### src/rtl/lsu_pkg.sv
// Shared types for the load/store unit: access sizes, exception causes and
// controller states.
package lsu_pkg;

  typedef enum logic [1:0] {
    SZ_B = 2'd0,
    SZ_H = 2'd1,
    SZ_W = 2'd2,
    SZ_D = 2'd3
  } size_e;

  typedef enum logic [1:0] {
    CAUSE_LD_MIS   = 2'd0,
    CAUSE_ST_MIS   = 2'd1,
    CAUSE_LD_FAULT = 2'd2,
    CAUSE_ST_FAULT = 2'd3
  } cause_e;

  typedef enum logic [2:0] {
    ST_IDLE  = 3'd0,
    ST_REQ   = 3'd1,
    ST_WAIT  = 3'd2,
    ST_DRAIN = 3'd3,
    ST_WB    = 3'd4
  } state_e;

endpackage

### src/rtl/lsu_if.sv
// Issue, data-memory and write-back channels of the load/store unit.
// The slave modport is the unit's view; master is the surrounding pipeline/memory.
interface lsu_if #(
  parameter int XLEN = 32
) ();
  localparam int NB = XLEN / 8;

  logic            issue_v;
  logic            issue_ready;
  logic            op_store;
  logic [1:0]      op_size;
  logic            op_unsigned;
  logic [XLEN-1:0] rs1;
  logic [XLEN-1:0] rs2;
  logic [XLEN-1:0] imm;
  logic [4:0]      rd_i;

  logic            mem_req_v;
  logic            mem_req_ready;
  logic            mem_we;
  logic [XLEN-1:0] mem_adr;
  logic [XLEN-1:0] mem_wdata;
  logic [NB-1:0]   mem_strobe;
  logic            mem_rsp_v;
  logic [XLEN-1:0] mem_rsp_data;
  logic            mem_rsp_err;

  logic            wb_v;
  logic            wb_ready;
  logic [XLEN-1:0] wb_data;
  logic [4:0]      wb_rd;
  logic            wb_exc;
  logic [1:0]      wb_cause;

  modport slave (
    input  issue_v, op_store, op_size, op_unsigned, rs1, rs2, imm, rd_i,
    input  mem_req_ready, mem_rsp_v, mem_rsp_data, mem_rsp_err, wb_ready,
    output issue_ready, mem_req_v, mem_we, mem_adr, mem_wdata, mem_strobe,
    output wb_v, wb_data, wb_rd, wb_exc, wb_cause
  );

  modport master (
    output issue_v, op_store, op_size, op_unsigned, rs1, rs2, imm, rd_i,
    output mem_req_ready, mem_rsp_v, mem_rsp_data, mem_rsp_err, wb_ready,
    input  issue_ready, mem_req_v, mem_we, mem_adr, mem_wdata, mem_strobe,
    input  wb_v, wb_data, wb_rd, wb_exc, wb_cause
  );

endinterface

### src/rtl/lsu_align.sv
// Byte-lane steering for the load/store unit: store data shift and strobes,
// alignment check at issue, and load extract with sign/zero extension.
module lsu_align
  import lsu_pkg::*;
#(
  parameter int XLEN = 32,
  localparam int NB  = XLEN / 8,
  localparam int OFS = $clog2(NB)
) (
  input  size_e           iss_size_i,
  input  logic [OFS-1:0]  iss_ofs_i,
  input  logic [XLEN-1:0] iss_data_i,
  output logic            iss_misaligned_o,
  output logic [XLEN-1:0] st_wdata_o,
  output logic [NB-1:0]   st_strobe_o,
  input  size_e           ld_size_i,
  input  logic            ld_unsigned_i,
  input  logic [OFS-1:0]  ld_ofs_i,
  input  logic [XLEN-1:0] ld_rsp_i,
  output logic [XLEN-1:0] ld_data_o
);

  logic [NB-1:0]   lane_mask;
  logic [OFS-1:0]  ofs_mask;
  logic [XLEN-1:0] ld_shift;
  logic [XLEN-1:0] ld_mask;
  logic [XLEN-1:0] ld_top;
  int              ld_bits;

  always_comb begin
    lane_mask = '0;
    for (int i = 0; i < NB; i++) begin
      if (i < (1 << iss_size_i)) lane_mask[i] = 1'b1;
    end
    ofs_mask = OFS'((1 << iss_size_i) - 1);
    // A double on a 32-bit datapath can never be served in one beat.
    if (iss_size_i == SZ_D && XLEN == 32) iss_misaligned_o = 1'b1;
    else                                  iss_misaligned_o = |(iss_ofs_i & ofs_mask);
    st_strobe_o = lane_mask << iss_ofs_i;
    st_wdata_o  = iss_data_i << {iss_ofs_i, 3'b000};
  end

  always_comb begin
    ld_shift = ld_rsp_i >> {ld_ofs_i, 3'b000};
    ld_bits  = 8 << ld_size_i;
    if (ld_bits >= XLEN) ld_mask = '1;
    else                 ld_mask = (XLEN'(1) << ld_bits) - XLEN'(1);
    // Single-bit mask selecting the sign bit of the accessed field.
    ld_top = ld_mask ^ (ld_mask >> 1);
    if (!ld_unsigned_i && |(ld_shift & ld_top)) ld_data_o = ld_shift | ~ld_mask;
    else                                        ld_data_o = ld_shift & ld_mask;
  end

endmodule

### src/rtl/lsu.sv
// Load/store unit: one memory operation at a time between issue, data memory
// and write-back, with misalignment/fault exceptions and flush draining.
//   state | meaning
//   IDLE  | ready for a new operation
//   REQ   | memory request presented, waiting for grant
//   WAIT  | request granted, waiting for response
//   DRAIN | flushed after grant, swallowing the orphan response
//   WB    | write-back record presented, waiting for wb_ready
module lsu
  import lsu_pkg::*;
#(
  parameter int XLEN = 32
) (
  input logic  clk,
  input logic  rst,
  input logic  flush,
  lsu_if.slave bus
);

  localparam int NB  = XLEN / 8;
  localparam int OFS = $clog2(NB);

  state_e          state_q, state_d;
  logic [XLEN-1:0] adr_q, adr_d;
  logic            store_q, store_d;
  size_e           size_q, size_d;
  logic            uns_q, uns_d;
  logic [4:0]      rd_q, rd_d;

  logic            mem_req_v_q;
  logic            mem_we_q, mem_we_d;
  logic [XLEN-1:0] mem_adr_q, mem_adr_d;
  logic [XLEN-1:0] mem_wdata_q, mem_wdata_d;
  logic [NB-1:0]   mem_strobe_q, mem_strobe_d;

  logic            wb_v_q;
  logic [XLEN-1:0] wb_data_q, wb_data_d;
  logic [4:0]      wb_rd_q, wb_rd_d;
  logic            wb_exc_q, wb_exc_d;
  cause_e          wb_cause_q, wb_cause_d;

  logic [XLEN-1:0] iss_adr;
  size_e           iss_size;
  logic            al_mis;
  logic [XLEN-1:0] al_wdata;
  logic [NB-1:0]   al_strobe;
  logic [XLEN-1:0] al_ld_data;

  assign iss_adr  = bus.rs1 + bus.imm;
  assign iss_size = size_e'(bus.op_size);

  lsu_align #(.XLEN(XLEN)) u_align (
    .iss_size_i       (iss_size),
    .iss_ofs_i        (iss_adr[OFS-1:0]),
    .iss_data_i       (bus.rs2),
    .iss_misaligned_o (al_mis),
    .st_wdata_o       (al_wdata),
    .st_strobe_o      (al_strobe),
    .ld_size_i        (size_q),
    .ld_unsigned_i    (uns_q),
    .ld_ofs_i         (adr_q[OFS-1:0]),
    .ld_rsp_i         (bus.mem_rsp_data),
    .ld_data_o        (al_ld_data)
  );

  always_comb begin
    state_d      = state_q;
    adr_d        = adr_q;
    store_d      = store_q;
    size_d       = size_q;
    uns_d        = uns_q;
    rd_d         = rd_q;
    mem_we_d     = mem_we_q;
    mem_adr_d    = mem_adr_q;
    mem_wdata_d  = mem_wdata_q;
    mem_strobe_d = mem_strobe_q;
    wb_data_d    = wb_data_q;
    wb_rd_d      = wb_rd_q;
    wb_exc_d     = wb_exc_q;
    wb_cause_d   = wb_cause_q;

    case (state_q)
      ST_IDLE: begin
        if (bus.issue_v && !flush) begin
          adr_d   = iss_adr;
          store_d = bus.op_store;
          size_d  = iss_size;
          uns_d   = bus.op_unsigned;
          rd_d    = bus.rd_i;
          if (al_mis) begin
            state_d    = ST_WB;
            wb_exc_d   = 1'b1;
            wb_cause_d = bus.op_store ? CAUSE_ST_MIS : CAUSE_LD_MIS;
            wb_data_d  = iss_adr;
            wb_rd_d    = '0;
          end else begin
            state_d      = ST_REQ;
            mem_we_d     = bus.op_store;
            mem_adr_d    = iss_adr & ~XLEN'(NB - 1);
            mem_wdata_d  = al_wdata;
            mem_strobe_d = al_strobe;
          end
        end
      end
      ST_REQ: begin
        if (flush)                  state_d = ST_IDLE;
        else if (bus.mem_req_ready) state_d = ST_WAIT;
      end
      ST_WAIT: begin
        if (bus.mem_rsp_v) begin
          if (flush) begin
            state_d = ST_IDLE;
          end else begin
            state_d = ST_WB;
            if (bus.mem_rsp_err) begin
              wb_exc_d   = 1'b1;
              wb_cause_d = store_q ? CAUSE_ST_FAULT : CAUSE_LD_FAULT;
              wb_data_d  = adr_q;
              wb_rd_d    = '0;
            end else begin
              wb_exc_d   = 1'b0;
              wb_cause_d = CAUSE_LD_MIS;
              wb_data_d  = store_q ? '0 : al_ld_data;
              wb_rd_d    = store_q ? 5'd0 : rd_q;
            end
          end
        end else if (flush) begin
          state_d = ST_DRAIN;
        end
      end
      ST_DRAIN: begin
        if (bus.mem_rsp_v) state_d = ST_IDLE;
      end
      ST_WB: begin
        if (flush || bus.wb_ready) state_d = ST_IDLE;
      end
      default: state_d = ST_IDLE;
    endcase
  end

  always_ff @(posedge clk) begin
    if (rst) begin
      state_q      <= ST_IDLE;
      adr_q        <= '0;
      store_q      <= 1'b0;
      size_q       <= SZ_B;
      uns_q        <= 1'b0;
      rd_q         <= '0;
      mem_req_v_q  <= 1'b0;
      mem_we_q     <= 1'b0;
      mem_adr_q    <= '0;
      mem_wdata_q  <= '0;
      mem_strobe_q <= '0;
      wb_v_q       <= 1'b0;
      wb_data_q    <= '0;
      wb_rd_q      <= '0;
      wb_exc_q     <= 1'b0;
      wb_cause_q   <= CAUSE_LD_MIS;
    end else begin
      state_q      <= state_d;
      adr_q        <= adr_d;
      store_q      <= store_d;
      size_q       <= size_d;
      uns_q        <= uns_d;
      rd_q         <= rd_d;
      mem_req_v_q  <= (state_d == ST_REQ);
      mem_we_q     <= mem_we_d;
      mem_adr_q    <= mem_adr_d;
      mem_wdata_q  <= mem_wdata_d;
      mem_strobe_q <= mem_strobe_d;
      wb_v_q       <= (state_d == ST_WB);
      wb_data_q    <= wb_data_d;
      wb_rd_q      <= wb_rd_d;
      wb_exc_q     <= wb_exc_d;
      wb_cause_q   <= wb_cause_d;
    end
  end

  assign bus.issue_ready = (state_q == ST_IDLE) && !rst && !flush;
  assign bus.mem_req_v   = mem_req_v_q;
  assign bus.mem_we      = mem_we_q;
  assign bus.mem_adr     = mem_adr_q;
  assign bus.mem_wdata   = mem_wdata_q;
  assign bus.mem_strobe  = mem_strobe_q;
  assign bus.wb_v        = wb_v_q;
  assign bus.wb_data     = wb_data_q;
  assign bus.wb_rd       = wb_rd_q;
  assign bus.wb_exc      = wb_exc_q;
  assign bus.wb_cause    = wb_cause_q;

endmodule

### src/flat_wrapper.sv
// flat-port wrapper written by rule: the top's interface ports become plain ports
module lsu_flat import lsu_pkg::*;
#(
  parameter int XLEN = 32
)
  (clk, rst, flush, bus_issue_v, bus_op_store, bus_op_size, bus_op_unsigned, bus_rs1, bus_rs2, bus_imm, bus_rd_i, bus_mem_req_ready, bus_mem_rsp_v, bus_mem_rsp_data, bus_mem_rsp_err, bus_wb_ready, bus_issue_ready, bus_mem_req_v, bus_mem_we, bus_mem_adr, bus_mem_wdata, bus_mem_strobe, bus_wb_v, bus_wb_data, bus_wb_rd, bus_wb_exc, bus_wb_cause);
  lsu_if #(.XLEN(XLEN)) bus_i ();
  input logic clk;
  input logic rst;
  input logic flush;
  input wire logic [$bits(bus_i.issue_v)-1:0] bus_issue_v;
  input wire logic [$bits(bus_i.op_store)-1:0] bus_op_store;
  input wire logic [$bits(bus_i.op_size)-1:0] bus_op_size;
  input wire logic [$bits(bus_i.op_unsigned)-1:0] bus_op_unsigned;
  input wire logic [$bits(bus_i.rs1)-1:0] bus_rs1;
  input wire logic [$bits(bus_i.rs2)-1:0] bus_rs2;
  input wire logic [$bits(bus_i.imm)-1:0] bus_imm;
  input wire logic [$bits(bus_i.rd_i)-1:0] bus_rd_i;
  input wire logic [$bits(bus_i.mem_req_ready)-1:0] bus_mem_req_ready;
  input wire logic [$bits(bus_i.mem_rsp_v)-1:0] bus_mem_rsp_v;
  input wire logic [$bits(bus_i.mem_rsp_data)-1:0] bus_mem_rsp_data;
  input wire logic [$bits(bus_i.mem_rsp_err)-1:0] bus_mem_rsp_err;
  input wire logic [$bits(bus_i.wb_ready)-1:0] bus_wb_ready;
  output wire logic [$bits(bus_i.issue_ready)-1:0] bus_issue_ready;
  output wire logic [$bits(bus_i.mem_req_v)-1:0] bus_mem_req_v;
  output wire logic [$bits(bus_i.mem_we)-1:0] bus_mem_we;
  output wire logic [$bits(bus_i.mem_adr)-1:0] bus_mem_adr;
  output wire logic [$bits(bus_i.mem_wdata)-1:0] bus_mem_wdata;
  output wire logic [$bits(bus_i.mem_strobe)-1:0] bus_mem_strobe;
  output wire logic [$bits(bus_i.wb_v)-1:0] bus_wb_v;
  output wire logic [$bits(bus_i.wb_data)-1:0] bus_wb_data;
  output wire logic [$bits(bus_i.wb_rd)-1:0] bus_wb_rd;
  output wire logic [$bits(bus_i.wb_exc)-1:0] bus_wb_exc;
  output wire logic [$bits(bus_i.wb_cause)-1:0] bus_wb_cause;
  assign bus_i.issue_v = bus_issue_v;
  assign bus_i.op_store = bus_op_store;
  assign bus_i.op_size = bus_op_size;
  assign bus_i.op_unsigned = bus_op_unsigned;
  assign bus_i.rs1 = bus_rs1;
  assign bus_i.rs2 = bus_rs2;
  assign bus_i.imm = bus_imm;
  assign bus_i.rd_i = bus_rd_i;
  assign bus_i.mem_req_ready = bus_mem_req_ready;
  assign bus_i.mem_rsp_v = bus_mem_rsp_v;
  assign bus_i.mem_rsp_data = bus_mem_rsp_data;
  assign bus_i.mem_rsp_err = bus_mem_rsp_err;
  assign bus_i.wb_ready = bus_wb_ready;
  assign bus_issue_ready = bus_i.issue_ready;
  assign bus_mem_req_v = bus_i.mem_req_v;
  assign bus_mem_we = bus_i.mem_we;
  assign bus_mem_adr = bus_i.mem_adr;
  assign bus_mem_wdata = bus_i.mem_wdata;
  assign bus_mem_strobe = bus_i.mem_strobe;
  assign bus_wb_v = bus_i.wb_v;
  assign bus_wb_data = bus_i.wb_data;
  assign bus_wb_rd = bus_i.wb_rd;
  assign bus_wb_exc = bus_i.wb_exc;
  assign bus_wb_cause = bus_i.wb_cause;
  lsu #(.XLEN(XLEN)) u_core (.clk(clk), .rst(rst), .flush(flush), .bus(bus_i));
endmodule
### config.mk
export PLATFORM = sky130hd
export DESIGN_NAME = lsu_flat
export DESIGN_NICKNAME = d
export VERILOG_FILES = /design/src/rtl/lsu_pkg.sv /design/src/rtl/lsu_if.sv /design/src/rtl/lsu_align.sv /design/src/rtl/lsu.sv /design/src/flat_wrapper.sv
export SDC_FILE = /design/constraint.sdc
export NUM_CORES = 1
export LEC_CHECK = 0
export ABC_AREA = 1
export CAP_MARGIN = 0
export CORE_MARGIN = 3
export CORE_UTILIZATION = 55
export CTS_BUF_LIST = sky130_fd_sc_hd__clkbuf_4
export DETAILED_ROUTE_END_ITERATION = 12
export PLACE_DENSITY_LB_ADDON = 0.15
export SYNTH_ARGS = -nofsm -noshare
export SYNTH_HDL_FRONTEND = slang
export SYNTH_HIERARCHICAL = 1
export SYNTH_SLANG_ARGS = --single-unit
### constraint.sdc
create_clock -name clk -period 8.6 [get_ports clk]
set_input_delay 1.72 -clock clk [delete_from_list [all_inputs] [get_ports clk]]
set_output_delay 1.72 -clock clk [all_outputs]
set_load 0.01 [all_outputs]
==> flow_summary_export.csv <==
group,metric,value,unit
global_routing,antenna_found_initial,2,
critical_path,end_kind,"flop",
yosys,ys_ff_latch,153,
global_routing,grt_pass1_vias,10464,
timing,fin_hold_ws,0.487,ns
clock_tree,clk_pin_slew_worst_paths,0.13,ns
yosys,avgSynthCellArea,6.05,um^2
pwr,power_frac_clock,25.8,%
pwr,leakagePower,6.41,nW
critical_path,critical_path_required,9.05,ns
critical_path,critPathMaxStageDelay,0.50,ns
yosys,yosys_warnings,6,
yosys,netlist-cell-type-count,41,
route,final_antenna_net_count,0,
timing,setup_viol,0,
clock_tree,cts_tree,"built",
hold_path,hold_class,"reg -> reg",
clock_tree,ctsResizeCount,0,
clock_tree,cts_sinks,153,
outcome,status,"finished clean",
global_routing,gr-total-overflow,0,
route,routed_via_density,5.44,
die,die_y,140,um
pwr,switching_share,35.0,%
critical_path,cp_num_buf_inv,6,
timing,tns,0,ns
route,wire_per_inst,15.9,um
finish,final_cell_mix,"404 x nand2_1, 281 x nor2_1, 253 x clkdlybuf4s50_1, 243 x inv_1, 153 x dfxtp_1",
route,drc,0,
yosys,syn_inst,1645,
pwr,comb_power_share,33.1,%
timing,finalHoldViolCount,0,
yosys,ys_seq_area_share,30.8,%
route,vias,11371,
critical_path,ff2ff_path_depth,9,
timing,report.final.slew_viol_count,0,
global_routing,grt_pass1_wl,51.5,mm
route,dr.pass1.iters,6,
route,dr.first_iter.drc_count,1009,
critical_path,cpLargestDelayFamily,"buffers and inverters",
die,start_util,56.9,%
die,row_count,48,
finish,drive_gt1_share,2.95,%
timing,finClkSkew,0.0193,ns
yosys,synth_area_leader_cell,"dfxtp_1",
global_routing,grt_max_degree,86,
timing,clock.fmax,213,MHz
flow_run,maxCapViolations,0,
pwr,sequentialPowerShare,41.2,%
pwr,power_density,151,nW/um^2
timing,min_period,4.69,ns
finish,final_common_cell,"nand2_1",
yosys,synth_area_leaders,"dfxtp_1 31%, nand2_1 15%, nor2_1 11%",
timing,slew_headroom,18.5,%
critical_path,path_class,"in -> reg",
critical_path,critical_path_arrival,5.15,ns
pwr,p_int,0.00125,W
finish,nNetsFinal,2029,
critical_path,start_kind,"primary input",
clock_tree,post_cts_buffers,0,
critical_path,crit_chain,"clkdlybuf4s50_1 -> ha_1 -> fa_1 -> buf_4 -> inv_1 -> o221ai_1 -> nor2_4 -> clkinv_1 -> buf_4 -> nand2_1 -> o21ai_0 -> inv_1",
die,die_width,140,um
timing,tightest_slew,1.22,ns
place,portBuffers,254,
critical_path,crit_cells,12,
finish,area_delta_synth_final,28.4,%
clock_tree,clock_latency,0.55,ns
yosys,synth.top_cell.area_share,30.8,%
clock_tree,cts_hold_buf,0,
clock_tree,cts-buffers-inserted,17,
pwr,switchingPower,0.000674,W
hold_path,min_path_cells,2,
die,coreArea,17500,um^2
die,dieArea,19700,um^2
clock_tree,root_buffer,"clkbuf_4",
route,routed_wl,33.1,mm
timing,timing.final.crit_share,54.6,%
critical_path,worst-path-max-fanout,38,
place,dp_hpwl,24.9,mm
timing,rsz0062_at_grt,"no",
die,io_pins,257,
clock_tree,cts-htree-levels,4,
yosys,synth_area,9950,um^2
critical_path,crit_path_top_delay_cell,"fa_1",
clock_tree,cts_buffer_depth,2,
place,gp_congestion,0.936,
pwr,ir_drop,0.0995,mV
global_routing,grt_usage,32.0,%
==> per-stage QoR <==
stage                     area, um^2  power [W]  cells  setup WS, ns  utilization, %
final                          12800    0.00193   2089          3.91            73.1
after CTS                      12800    0.00192   2088          3.93            73.1
after global routing           12800    0.00203   2089          3.71            73.1
after global placement         12500    0.00142   2056          3.44            71.3
after detailed placement       12500    0.00143   2056          3.37            71.3
after floorplan                 9950    0.00118   1646          4.30               -
==> tightest hold or removal path, stage by stage, from the launching register on <==
cell and delay [ns]:
dfxtp_1 0.34, nand2_1 0.06, a21oi_1 0.05
==> Yosys cell counts (all sizes together) <==
cell type and count:
a211oi 21, a21o 1, a21oi 83, a22oi 25, a31oi 13, a41oi 2, and2 4, buf 41
clkbuf 37, conb 1, dfxtp 153, fa 1, ha 33, inv 251, nand2 404, nand3 101
nand3b 2, nand4 3, nor2 284, nor3 6, nor4 1, o211ai 7, o21ai 144, o21bai 2
o221ai 1, o22ai 4, o32ai 4, xnor2 1, xor2 15
==> flip-flops by register name, summed over array words and instances, names as in the netlist, 2 cells and up <==
signal / flops
u_core/adr_q: 32
u_core/bus.mem_wdata: 32
u_core/bus.wb_data: 32
u_core/bus.mem_adr: 30
u_core/bus.wb_rd: 5
u_core/rd_q: 5
u_core/bus.mem_strobe: 4
u_core/state_q: 3
u_core/bus.wb_cause: 2
u_core/size_q: 2
==> final timing paths <==
kind	start	endpoint	slack, ns
worst max register to register	u_core/state_q[1]$_SDFF_PP0_	u_core/bus.wb_data[1]$_SDFFE_PP0P_	5.66
worst min-delay path	u_core/bus.wb_rd[0]$_SDFFE_PP0P_	u_core/bus.wb_rd[0]$_SDFFE_PP0P_	0.49
worst max-delay path	bus_rs1[0]	u_core/state_q[0]$_SDFF_PP0_	3.91
worst min register to register	u_core/bus.wb_rd[0]$_SDFFE_PP0P_	u_core/bus.wb_rd[0]$_SDFFE_PP0P_	0.49
==> layout make-up <==
| cell class | instances | area, um^2 |
|---|---|---|
| Inverter | 251 | 942 |
| Tap cell | 225 | 282 |
| Clock inverter | 13 | 175 |
| Multi-Input combinational cell | 1164 | 5560 |
| Clock buffer | 19 | 143 |
| Timing Repair Buffer | 263 | 2610 |
| Sequential cell | 153 | 3060 |
| Fill cell | 1530 | 4700 |
| Antenna cell | 1 | 2.50 |
==> cell families (layout without fill, tap and decap cells) <==
family / after synthesis / count (layout) / synth area share [%]
adder cells (fa/ha/maj): 34 / 34 / 4.35
XOR/XNOR: 16 / 16 / 1.41
other: 1 / 3 / 0.0377
buffers and inverters: 329 / 546 / 13.3
flip-flops: 153 / 153 / 30.8
AND/OR/NAND/NOR: 805 / 805 / 32.7
AO/OA/AOI/OAI: 307 / 307 / 17.4
==> power groups by stage <==
stage	Clock (W)	Combinational, W	Sequential [W]
CTS	0.000496	0.000628	0.000793
finish	0.000496	0.000637	0.000794
detailed placement	0	0.000623	0.000808
global placement	0	0.000610	0.000808
floorplan	0	0.000362	0.000815
global route	0.000528	0.000701	0.000798
==> layer usage <==
metal	global-route usage [%]	routed length, um	vias to the layer above
met5	0	13	-
met4	12.5	1160	2
met3	5.67	3000	77
met2	53.4	15200	543
met1	41.1	13800	5139
li1	-	-	5610
Note: power is estimated with default switching activity, not from simulation.
